===== config.mk =====
export PLATFORM = sky130hd
export DESIGN_NAME = rob_banked_flat
export DESIGN_NICKNAME = d
export VERILOG_FILES = /design/src/rtl/rob_banked_if.sv /design/src/rtl/rob_banked.sv /design/src/flat_wrapper.sv
export SDC_FILE = /design/constraint.sdc
export NUM_CORES = 2
export LEC_CHECK = 0
export CORE_MARGIN = 4
export CORE_UTILIZATION = 40
export CTS_CLUSTER_DIAMETER = 40
export DETAILED_ROUTE_END_ITERATION = 12
export GPL_TIMING_DRIVEN = 0
export MAX_ROUTING_LAYER = met4
export PLACE_DENSITY = 0.55
export SKIP_LAST_GASP = 1
export SYNTH_ARGS = -nofsm -noshare
export SYNTH_HDL_FRONTEND = slang
export SYNTH_SLANG_ARGS = --single-unit

===== constraint.sdc =====
create_clock -name clk -period 21.9 [get_ports clk]
set_clock_uncertainty 0.05 [all_clocks]
set_input_delay 4.38 -clock clk [delete_from_list [all_inputs] [get_ports clk]]
set_output_delay 4.38 -clock clk [all_outputs]
set_load 0.01 [all_outputs]

===== src/rtl/rob_banked_if.sv =====
// rob_banked_if: bus bundle between the banked reorder buffer and its neighbours.
//   master : rename/dispatch + execute writeback side (drives disp_*, wb_*)
//   slave  : the reorder buffer (drives disp_ready/disp_row, commit_*, squash_*, status)
// Ports (per slot / per writeback port, BANKS wide):
//   disp_valid, disp_is_br, disp_phys_rd, disp_arch_rd, disp_pc  -> dispatch row payload
//   disp_ready, disp_row                                          <- row accept / row index
//   wb_valid, wb_row, wb_bank, wb_is_br, wb_mispred               -> writeback / branch resolve
//   commit_valid, commit_phys_rd, commit_arch_rd, commit_pc       <- oldest row retiring
//   squash_valid, squash_head                                     <- mispredict recovery
//   count, empty, full                                            <- occupancy
interface rob_banked_if #(
  parameter int BANKS  = 2,
  parameter int DEPTH  = 16,
  parameter int PHYS_W = 6
);
  localparam int AW = $clog2(DEPTH);
  localparam int BW = (BANKS > 1) ? $clog2(BANKS) : 1;

  logic [BANKS-1:0]             disp_valid;
  logic [BANKS-1:0]             disp_is_br;
  logic [BANKS-1:0][PHYS_W-1:0] disp_phys_rd;
  logic [BANKS-1:0][4:0]        disp_arch_rd;
  logic [BANKS-1:0][31:0]       disp_pc;
  logic                         disp_ready;
  logic [AW-1:0]                disp_row;

  logic [BANKS-1:0]             wb_valid;
  logic [BANKS-1:0][AW-1:0]     wb_row;
  logic [BANKS-1:0][BW-1:0]     wb_bank;
  logic [BANKS-1:0]             wb_is_br;
  logic [BANKS-1:0]             wb_mispred;

  logic [BANKS-1:0]             commit_valid;
  logic [BANKS-1:0][PHYS_W-1:0] commit_phys_rd;
  logic [BANKS-1:0][4:0]        commit_arch_rd;
  logic [BANKS-1:0][31:0]       commit_pc;

  logic                         squash_valid;
  logic [AW-1:0]                squash_head;
  logic [AW:0]                  count;
  logic                         empty;
  logic                         full;

  modport master (
    output disp_valid, disp_is_br, disp_phys_rd, disp_arch_rd, disp_pc,
    output wb_valid, wb_row, wb_bank, wb_is_br, wb_mispred,
    input  disp_ready, disp_row,
    input  commit_valid, commit_phys_rd, commit_arch_rd, commit_pc,
    input  squash_valid, squash_head, count, empty, full
  );

  modport slave (
    input  disp_valid, disp_is_br, disp_phys_rd, disp_arch_rd, disp_pc,
    input  wb_valid, wb_row, wb_bank, wb_is_br, wb_mispred,
    output disp_ready, disp_row,
    output commit_valid, commit_phys_rd, commit_arch_rd, commit_pc,
    output squash_valid, squash_head, count, empty, full
  );
endinterface


===== src/rtl/rob_banked.sv =====
// rob_banked: banked reorder buffer. DEPTH rows of BANKS slots in program order;
// a mispredicted branch squashes only younger rows/slots, keeping the branch row.
// Ports:
//   clk    : clock
//   rst_n  : synchronous active-low reset
//   rob    : rob_banked_if.slave bundle (dispatch, writeback, commit, squash, status)
module rob_banked #(
  parameter int BANKS  = 2,
  parameter int DEPTH  = 16,
  parameter int PHYS_W = 6,
  parameter int MAX_BR = 4
) (
  input logic         clk,
  input logic         rst_n,
  rob_banked_if.slave rob
);
  localparam int AW   = $clog2(DEPTH);
  localparam int BW   = (BANKS > 1) ? $clog2(BANKS) : 1;
  localparam int CW   = $clog2(DEPTH * BANKS + 1);
  localparam int CNTW = AW + 1;

  // Per-slot state and payload storage
  logic [BANKS-1:0]             valid_reg   [DEPTH];
  logic [BANKS-1:0]             done_reg    [DEPTH];
  logic [BANKS-1:0]             pend_br_reg [DEPTH];
  logic [BANKS-1:0][PHYS_W-1:0] phys_mem    [DEPTH];
  logic [BANKS-1:0][4:0]        arch_mem    [DEPTH];
  logic [BANKS-1:0][31:0]       pc_mem      [DEPTH];

  logic [AW-1:0]   head_reg;
  logic [AW-1:0]   tail_reg;
  logic [CNTW-1:0] count_reg;

  // Age relative to the oldest row; all age compares are unsigned in AW bits
  logic [AW-1:0] row_age [DEPTH];
  for (genvar gi = 0; gi < DEPTH; gi++) begin : g_age
    assign row_age[gi] = AW'(gi) - tail_reg;
  end

  // Per writeback port: target age and mispredict candidacy (valid target only)
  logic [AW-1:0] wb_age   [BANKS];
  logic          mis_cand [BANKS];
  for (genvar gi = 0; gi < BANKS; gi++) begin : g_port
    assign wb_age[gi]   = rob.wb_row[gi] - tail_reg;
    assign mis_cand[gi] = rob.wb_valid[gi] & rob.wb_is_br[gi] & rob.wb_mispred[gi] &
                          (|(valid_reg[rob.wb_row[gi]] & (BANKS'(1) << rob.wb_bank[gi])));
  end

  logic [CW-1:0] br_cnt;
  always_comb begin
    br_cnt = '0;
    for (int r = 0; r < DEPTH; r++) begin
      for (int b = 0; b < BANKS; b++) begin
        br_cnt = br_cnt + CW'(pend_br_reg[r][b]);
      end
    end
  end

  // Oldest mispredict wins: lowest age, then lowest bank
  logic          br_found;
  logic [AW-1:0] br_row;
  logic [AW-1:0] br_age;
  logic [BW-1:0] br_bank;
  always_comb begin
    br_found = 1'b0;
    br_row   = '0;
    br_age   = '0;
    br_bank  = '0;
    for (int p = 0; p < BANKS; p++) begin
      if (mis_cand[p] && (!br_found || (wb_age[p] < br_age) ||
          ((wb_age[p] == br_age) && (rob.wb_bank[p] < br_bank)))) begin
        br_found = 1'b1;
        br_row   = rob.wb_row[p];
        br_age   = wb_age[p];
        br_bank  = rob.wb_bank[p];
      end
    end
  end

  logic full_w;
  logic commit_fire;
  logic disp_ready_w;
  logic disp_accept;
  assign full_w       = (count_reg == CNTW'(DEPTH));
  assign commit_fire  = (count_reg != '0) &&
                        ((valid_reg[tail_reg] & ~done_reg[tail_reg]) == '0);
  assign disp_ready_w = !full_w && !br_found &&
                        !((|rob.disp_is_br) && (br_cnt >= CW'(MAX_BR)));
  assign disp_accept  = disp_ready_w && (|rob.disp_valid);

  // Squash mask and writeback hits; a squashed or invalid target is ignored
  logic [BANKS-1:0] kill   [DEPTH];
  logic [BANKS-1:0] wb_set [DEPTH];
  logic [BANKS-1:0] wb_clr [DEPTH];
  always_comb begin
    for (int r = 0; r < DEPTH; r++) begin
      kill[r]   = '0;
      wb_set[r] = '0;
      wb_clr[r] = '0;
      for (int b = 0; b < BANKS; b++) begin
        kill[r][b] = br_found && ((row_age[r] > br_age) ||
                     ((AW'(r) == br_row) && (BW'(b) > br_bank)));
        for (int p = 0; p < BANKS; p++) begin
          if (rob.wb_valid[p] && (rob.wb_row[p] == AW'(r)) && (rob.wb_bank[p] == BW'(b))) begin
            wb_set[r][b] = 1'b1;
            if (rob.wb_is_br[p]) wb_clr[r][b] = 1'b1;
          end
        end
      end
      wb_set[r] = wb_set[r] & valid_reg[r] & ~kill[r];
      wb_clr[r] = wb_clr[r] & valid_reg[r] & ~kill[r];
    end
  end

  always_ff @(posedge clk) begin
    if (!rst_n) begin
      head_reg  <= '0;
      tail_reg  <= '0;
      count_reg <= '0;
      for (int r = 0; r < DEPTH; r++) begin
        valid_reg[r]   <= '0;
        done_reg[r]    <= '0;
        pend_br_reg[r] <= '0;
      end
    end else begin
      for (int r = 0; r < DEPTH; r++) begin
        // Commit clearing wins over same-cycle writeback into the retiring row
        if (commit_fire && (AW'(r) == tail_reg)) begin
          valid_reg[r]   <= '0;
          done_reg[r]    <= '0;
          pend_br_reg[r] <= '0;
        end else if (disp_accept && (AW'(r) == head_reg)) begin
          valid_reg[r]   <= rob.disp_valid;
          done_reg[r]    <= '0;
          pend_br_reg[r] <= rob.disp_valid & rob.disp_is_br;
        end else begin
          valid_reg[r]   <= valid_reg[r] & ~kill[r];
          done_reg[r]    <= (done_reg[r] | wb_set[r]) & ~kill[r];
          pend_br_reg[r] <= pend_br_reg[r] & ~wb_clr[r] & ~kill[r];
        end
      end
      tail_reg <= tail_reg + AW'(commit_fire);
      if (br_found) begin
        head_reg  <= br_row + AW'(1);
        count_reg <= CNTW'(br_age) + CNTW'(1) - CNTW'(commit_fire);
      end else begin
        head_reg  <= head_reg + AW'(disp_accept);
        count_reg <= count_reg + CNTW'(disp_accept) - CNTW'(commit_fire);
      end
    end
  end

  // Payload storage needs no reset: it is only observed through valid slots
  always_ff @(posedge clk) begin
    if (disp_accept) begin
      phys_mem[head_reg] <= rob.disp_phys_rd;
      arch_mem[head_reg] <= rob.disp_arch_rd;
      pc_mem[head_reg]   <= rob.disp_pc;
    end
  end

  assign rob.disp_ready     = disp_ready_w;
  assign rob.disp_row       = head_reg;
  assign rob.commit_valid   = {BANKS{commit_fire}} & valid_reg[tail_reg];
  assign rob.commit_phys_rd = phys_mem[tail_reg];
  assign rob.commit_arch_rd = arch_mem[tail_reg];
  assign rob.commit_pc      = pc_mem[tail_reg];
  assign rob.squash_valid   = br_found;
  assign rob.squash_head    = br_row + AW'(1);
  assign rob.count          = count_reg;
  assign rob.empty          = (count_reg == '0);
  assign rob.full           = full_w;
endmodule


===== src/flat_wrapper.sv =====
// flat-port wrapper written by rule: the top's interface ports become plain ports
module rob_banked_flat 
#(
  parameter int BANKS  = 2,
  parameter int DEPTH  = 16,
  parameter int PHYS_W = 6,
  parameter int MAX_BR = 4
)
  (clk, rst_n, rob_disp_valid, rob_disp_is_br, rob_disp_phys_rd, rob_disp_arch_rd, rob_disp_pc, rob_wb_valid, rob_wb_row, rob_wb_bank, rob_wb_is_br, rob_wb_mispred, rob_disp_ready, rob_disp_row, rob_commit_valid, rob_commit_phys_rd, rob_commit_arch_rd, rob_commit_pc, rob_squash_valid, rob_squash_head, rob_count, rob_empty, rob_full);
  rob_banked_if #(.BANKS(BANKS), .DEPTH(DEPTH), .PHYS_W(PHYS_W)) rob_i ();
  input logic clk;
  input logic rst_n;
  input wire logic [$bits(rob_i.disp_valid)-1:0] rob_disp_valid;
  input wire logic [$bits(rob_i.disp_is_br)-1:0] rob_disp_is_br;
  input wire logic [$bits(rob_i.disp_phys_rd)-1:0] rob_disp_phys_rd;
  input wire logic [$bits(rob_i.disp_arch_rd)-1:0] rob_disp_arch_rd;
  input wire logic [$bits(rob_i.disp_pc)-1:0] rob_disp_pc;
  input wire logic [$bits(rob_i.wb_valid)-1:0] rob_wb_valid;
  input wire logic [$bits(rob_i.wb_row)-1:0] rob_wb_row;
  input wire logic [$bits(rob_i.wb_bank)-1:0] rob_wb_bank;
  input wire logic [$bits(rob_i.wb_is_br)-1:0] rob_wb_is_br;
  input wire logic [$bits(rob_i.wb_mispred)-1:0] rob_wb_mispred;
  output wire logic [$bits(rob_i.disp_ready)-1:0] rob_disp_ready;
  output wire logic [$bits(rob_i.disp_row)-1:0] rob_disp_row;
  output wire logic [$bits(rob_i.commit_valid)-1:0] rob_commit_valid;
  output wire logic [$bits(rob_i.commit_phys_rd)-1:0] rob_commit_phys_rd;
  output wire logic [$bits(rob_i.commit_arch_rd)-1:0] rob_commit_arch_rd;
  output wire logic [$bits(rob_i.commit_pc)-1:0] rob_commit_pc;
  output wire logic [$bits(rob_i.squash_valid)-1:0] rob_squash_valid;
  output wire logic [$bits(rob_i.squash_head)-1:0] rob_squash_head;
  output wire logic [$bits(rob_i.count)-1:0] rob_count;
  output wire logic [$bits(rob_i.empty)-1:0] rob_empty;
  output wire logic [$bits(rob_i.full)-1:0] rob_full;
  assign rob_i.disp_valid = rob_disp_valid;
  assign rob_i.disp_is_br = rob_disp_is_br;
  assign rob_i.disp_phys_rd = rob_disp_phys_rd;
  assign rob_i.disp_arch_rd = rob_disp_arch_rd;
  assign rob_i.disp_pc = rob_disp_pc;
  assign rob_i.wb_valid = rob_wb_valid;
  assign rob_i.wb_row = rob_wb_row;
  assign rob_i.wb_bank = rob_wb_bank;
  assign rob_i.wb_is_br = rob_wb_is_br;
  assign rob_i.wb_mispred = rob_wb_mispred;
  assign rob_disp_ready = rob_i.disp_ready;
  assign rob_disp_row = rob_i.disp_row;
  assign rob_commit_valid = rob_i.commit_valid;
  assign rob_commit_phys_rd = rob_i.commit_phys_rd;
  assign rob_commit_arch_rd = rob_i.commit_arch_rd;
  assign rob_commit_pc = rob_i.commit_pc;
  assign rob_squash_valid = rob_i.squash_valid;
  assign rob_squash_head = rob_i.squash_head;
  assign rob_count = rob_i.count;
  assign rob_empty = rob_i.empty;
  assign rob_full = rob_i.full;
  rob_banked #(.BANKS(BANKS), .DEPTH(DEPTH), .PHYS_W(PHYS_W), .MAX_BR(MAX_BR)) u_core (.clk(clk), .rst_n(rst_n), .rob(rob_i));
endmodule

# Word level (Yosys, flattened, before mapping)
# Memory sizes are Yosys's and may differ from the RTL's. A register that Yosys moved wholly into a read port is not among the register bits.
# Cells that the tools add are included.
# W data, S select, Z words.
[word_totals] ramBits=1472 romBits=0 reg_bits=13 out_inout_bits=105 mem_count=6 input_bits=108 latch_bits=0
[op_classes] muxes=499 shifts=2 n_div=0 addsub=56 magnitude_cmp=21 eq_ne=77 n_mul=0 n_reduce_logical=249 bitwise_logic=334
[mem_list] name="u_core.pc_mem" depth=16 word_bits=64 rd=1 rd_clocked_by_memory_dff=1 wr=1 line_no="rob_banked.sv:28" rtl="logic [BANKS-1:0][31:0] pc_mem [DEPTH];"
[mem_list] name="u_core.phys_mem" depth=16 word_bits=12 rd=1 rd_clocked_by_memory_dff=1 wr=1 line_no="rob_banked.sv:26" rtl="logic [BANKS-1:0][PHYS_W-1:0] phys_mem [DEPTH];"
[mem_list] name="u_core.arch_mem" depth=16 word_bits=10 rd=1 rd_clocked_by_memory_dff=1 wr=1 line_no="rob_banked.sv:27" rtl="logic [BANKS-1:0][4:0] arch_mem [DEPTH];"
[mem_list] name="u_core.done_reg" depth=16 word_bits=2 rd=17 rd_clocked_by_memory_dff=1 wr=16 line_no="rob_banked.sv:24" rtl="logic [BANKS-1:0] done_reg [DEPTH];"
[mem_list] name="u_core.pend_br_reg" depth=16 word_bits=2 rd=16 rd_clocked_by_memory_dff=0 wr=16 line_no="rob_banked.sv:25" rtl="logic [BANKS-1:0] pend_br_reg [DEPTH];"
[mem_list] name="u_core.valid_reg" depth=16 word_bits=2 rd=19 rd_clocked_by_memory_dff=1 wr=16 line_no="rob_banked.sv:23" rtl="logic [BANKS-1:0] valid_reg [DEPTH];"
[op_table] cell="$mux W1" n=344
[op_table] cell="$mux W2" n=144
[op_table] cell="$and A2 B2 Y2" n=133
[op_table] cell="$logic_and A1 B1 Y1" n=199
[op_table] cell="$add A6 B1 Y6" n=30
[op_table] cell="$or A1 B1 Y1" n=144
[op_table] cell="$eq A4 B4 Y1 const A" n=24
[op_table] cell="$not A2 Y2" n=33
[op_table] cell="$eq A4 B4 Y1 const B" n=16
[op_table] cell="$gt A4 B4 Y1" n=16
[op_table] cell="$eq A3 B4 Y1 const A" n=12
[op_table] cell="$mux W4" n=10
[op_table] cell="$logic_or A1 B1 Y1" n=34
[op_table] cell="$eq A4 B3 Y1 const B" n=8
[op_table] cell="$or A2 B2 Y2" n=16
[op_table] cell="$sub A4 B4 Y4 const A" n=8
[op_table] cell="$eq A2 B4 Y1 const A" n=6
[op_table] cell="$logic_not A4 Y1" n=5
[op_table] cell="$eq A4 B2 Y1 const B" n=4
[op_table] cell="$sub A3 B4 Y4 const A" n=4
[op_table] cell="$eq A1 B4 Y1 const A" n=3
[op_table] cell="$sub A5 B1 Y5" n=2
[op_table] cell="$add A4 B1 Y4" n=2
[op_table] cell="$eq A4 B1 Y1 const B" n=2
[op_table] cell="22 further kinds" n=39

# Depth between registers and ports, before layout
# An unclocked memory read counts as a cell.
[logic_depth] ltp_word=44 mapped_depth=30 mapped_depth_nobuf=30

# Worst setup path after synthesis
# No wires, ideal clock.
[synth_timing] path_kind="input-to-reg" from="in rob_wb_row[4]" to="mem u_core.valid_reg[15][0] (data pin)" arrival_time_ns=12.936 path_stages=10 setup_ns=0.171 slack_ns=8.743 required_ns=21.679 path_cell_list="buf_2 > mux4_2 > a22o_1 > a211o_1 > a2bb2oi_2 > buf_4 > nand2_2 > nor3_1 > a22oi_1 > nor2_1"
[synth_lines] item="start: declaration" line_no="flat_wrapper.sv:19" rtl="input wire logic [$bits(rob_i.wb_row)-1:0] rob_wb_row;"
[synth_lines] item="end: declaration" line_no="rob_banked.sv:23"

# Worst setup path after layout
[layout_timing] from="in rob_wb_row[1]" to="out rob_squash_head[2]"
[layout_between] elab_chain_len=11
[layout_rtl] item="$mem_v2 Z16 W2"
[layout_rtl] item="$and A2 B2 Y2" line_no="rob_banked.sv:46" rtl="(|(valid_reg[rob.wb_row[gi]] & (BANKS'(1) << rob.wb_bank[gi])));"
[layout_rtl] item="$reduce_or A2 Y1" line_no="rob_banked.sv:46"
[layout_rtl] item="$and A1 B1 Y1" line_no="rob_banked.sv:45" rtl="assign mis_cand[gi] = rob.wb_valid[gi] & rob.wb_is_br[gi] & rob.wb_mispred[gi] &"
[layout_rtl] item="$mux W4 / $mux W1 (equally long branches)" line_no="rob_banked.sv:70" rtl="if (mis_cand[p] && (!br_found || (wb_age[p] < br_age) ||"
[layout_rtl] item="$lt A4 B4 Y1, or another cell as far along" line_no="rob_banked.sv:70"
[layout_rtl] item="$logic_or A1 B1 Y1 / $logic_and A1 B1 Y1 (equally long branches)" line_no="rob_banked.sv:70, rob_banked.sv:71"
[layout_rtl] item="$logic_or A1 B1 Y1" line_no="rob_banked.sv:70"
[layout_rtl] item="$logic_and A1 B1 Y1" line_no="rob_banked.sv:70"
[layout_rtl] item="$mux W4 *" line_no="rob_banked.sv:70"
[layout_rtl] item="$add A4 B1 Y4 *" line_no="rob_banked.sv:169" rtl="assign rob.squash_head = br_row + AW'(1);"
[layout_rtl] item="end: declaration" line_no="flat_wrapper.sv:30" rtl="output wire logic [$bits(rob_i.squash_head)-1:0] rob_squash_head;"
# Every way passes the cells marked *; elsewhere a longest branch is shown, timed or not.

==> results.yml <==
run_status:
  status: "complete, but fails checks"
  violations: "capacitance limit"
floorplan:
  initial_core_util_pct: 40.4
  core_sq_um: 152000
  io_pins: 213
  die_area_sq_um: 160000
  die_y_microns: 400
  die_w_microns: 400
  placement_rows: 143
timing:
  drv_slew: 0
  fin_crit_sh_pct: 69.0
  hold_viol_final: 0
  layout_min_cycle_time_ns: 15.11
  max_freq_ghz: 0.0662
  tightest_slew_ns: 1.45
  finalSetupViolations: 0
  rsz0062_at_grt: "false"
  maxSlewHeadroom_pct: 2.20
routing:
  vias: 33355
  drtIter0Drc: 3862
  drc: 0
  viasPerCell: 5.68
  firstDrtPassIters: 6
  routedWlPerCell_microns: 30.2
  antenna_left: 0
  wirelength_mm: 177
setup_path:
  crit_arrival_ns: 10.68
  critPathRequiredTime_ns: 17.47
  reg2reg_depth: 23
  cp_max_fo: 10
  worstPathCellList: "clkdlybuf4s50_1 -> buf_6 -> buf_2 -> mux2i_1 -> a221oi_1 -> a221oi_4 -> nor2_2 -> nand2_1 -> ha_1 -> nand2_1 -> nor4_1 -> a21oi_1 -> a21oi_2 -> buf_2 -> nor4_1 -> a21oi_1 -> inv_1 -> ha_1 -> clkbuf_1 -> xnor2_1 -> clkdlybuf4s50_1"
  cp.depth: 21
  cp_slowest_cell: "clkdlybuf4s50_1"
  crit_family: "buffers and inverters"
  crit_buf_inv: 7
  critical_path_class: "input port to output pin"
  cp-start-kind: "input port"
  cpPeakStageDelay_ns: 0.62
  critPathCaptureType: "output pin"
yosys:
  syn-cell-area_sq_um: 61600
  yosysSeqAreaShare_pct: 72.2
  post-synth-top-area-fraction_pct: 71.7
  syn_inst: 3013
  synth_area_leader_cell: "edfxtp_1"
  ys_seq_elements: 1485
  synth.most_common_cell: "edfxtp_1"
  netlist_top_cells_area: "edfxtp_1 (72%), mux4_2 (17%), ha_1 (1.6%), fa_1 (0.88%), o22ai_1 (0.77%)"
  ys_types: 76
  netlist_top_cells_count: "edfxtp_1 (1472), mux4_2 (458), inv_1 (116)"
  avgSynthCellArea_sq_um: 20.4
  synth-edff-count: 1472
  async_flop_share_pct: 0
  ys.warnings.count: 0
  synth_ff_type: "edfxtp_1"
global_route:
  overflow: 0
  grt_pass1_vias: 33818
  grt_first_pass_wirelength_mm: 254
  antenna_found_initial: 29
  grt_max_degree: 57
  grtUsageTotal_pct: 22.7
clock_tree:
  cts_resized: 0
  cts_buffer_depth: 3
  htree_levels: 4
  cts_hold_buf: 0
  cts_tree: "built"
  clk_root_buffer_cell: "clkbuf_16"
  clkTransAtPathRegs_ns: 0.05
  cts_buffers: 208
  cts_setup_buffers: 0
  clock_sink_count: 1485
  insertion_delay_ns: 0.82
placement:
  port_buffers: 207
  placed_cell_area_sq_um: 68500
  dpl.hpwl_mm: 118
  gp_congestion: 0.982
layout:
  top_regs: "u_core.pc_mem x1024, u_core.phys_mem x192, u_core.arch_mem x160"
  fin_nets: 3857
  area_delta_synth_final_pct: 23.0
  layout-drive-gt1-share_pct: 25.8
  regMostFlops: "u_core.pc_mem"
  final_area_sq_um: 75800
  largest_reg_flops: 1024
hold_path:
  holdPathStages: 2
  hold_class: "flop to flop"
pwr:
  leakage_nw: 24.5
  ir_drop_mv: 0.116
  power.total_mw: 10.2
  power.density_nw_per_um2: 135
job:
  cap_violations: 1
[layer usage]
metal | up-vias | wire length, microns | global-route usage (%)
li1 | 13887 | - | -
met1 | 17740 | 74900 | 31.3
met2 | 1418 | 83100 | 34.3
met3 | 310 | 13800 | 4.75
met4 | 0 | 5560 | 6.94
met5 | - | 0 | -
[cells by family after synthesis]
family          after synthesis  synth area share, %
simple gates                318                 2.50
mux                         485                 17.2
compound gates              322                 3.56
fa+ha+maj                   108                 2.52
flops                      1485                 72.2
buf+inv                     268                 1.69
xor+xnor                     26                0.370
other cells                   1              0.00609
[placed cells by master (no fill, tap or decap), types with 33 or more instances in the layout]
master,n
edfxtp_1,1472
clkdlybuf4s50_1,207
o22ai_1,76
inv_1,113
buf_1,39
nand2_1,99
buf_6,55
a21oi_1,66
clkbuf_1,114
inv_6,33
mux4_2,458
nor2_1,70
ha_1,81
conb_1,96
clkbuf_16,213
[through the flow]
stage                     hold WS (ns)  setup TNS [ns]  cells  utilization (%)  setup WS (ns)
after floorplan                  0.479               0   3108                -           8.74
after detailed placement         0.518               0   5460             44.9           6.88
final                            0.525               0   5873             49.7           6.79
after global placement           0.501         -655.41   5345             43.7          -2.54
after CTS                        0.529               0   5849             49.6           6.86
after global routing             0.557               0   5867             49.7           6.48
[power by group]
group	leakage (nW)	switching, mW	internal (mW)	total, mW
Combinational	7.54	1.79	1.45	3.25
Clock	3.45	1.29	2.12	3.42
Sequential	13.5	0.0805	3.47	3.55
Total	24.5	3.17	7.05	10.2
[final timing paths]
kind                                                             start                                    to  slack [ns]
worst min-delay path              u_core.done_reg[14][0]$_SDFFCE_PN0P_  u_core.done_reg[14][0]$_SDFFCE_PN0P_        0.53
worst max-delay path                                     rob_wb_row[1]                    rob_squash_head[2]        6.79
worst min register to register    u_core.done_reg[14][0]$_SDFFCE_PN0P_  u_core.done_reg[14][0]$_SDFFCE_PN0P_        0.53
worst max register to register  u_core.pend_br_reg[0][1]$_SDFFCE_PN0P_        u_core.pc_mem[9][28]$_DFFE_PP_       12.79
[worst reg2reg max path, delay by kind of cell (launching register included)]
kind,cells,cell delay [ns]
AOI/OAI and AO/OA,2,0.55
adders and majority gates,9,4.35
buffers and inverters,9,1.53
DFF,1,0.53
and+or+nand+nor,3,1.79
[final cells by class]
cell class / count / area (sq um)
Tap cell: 2030 / 2540
Buffer: 149 / 601
Sequential cell: 1485 / 44500
Antenna cell: 23 / 57.6
Timing Repair Buffer: 323 / 3930
Clock inverter: 153 / 1750
Fill cell: 12408 / 76700
Clock buffer: 236 / 5420
Multi-Input combinational cell: 1355 / 16500
Inverter: 119 / 462
Note: power is estimated with default switching activity, not from simulation.
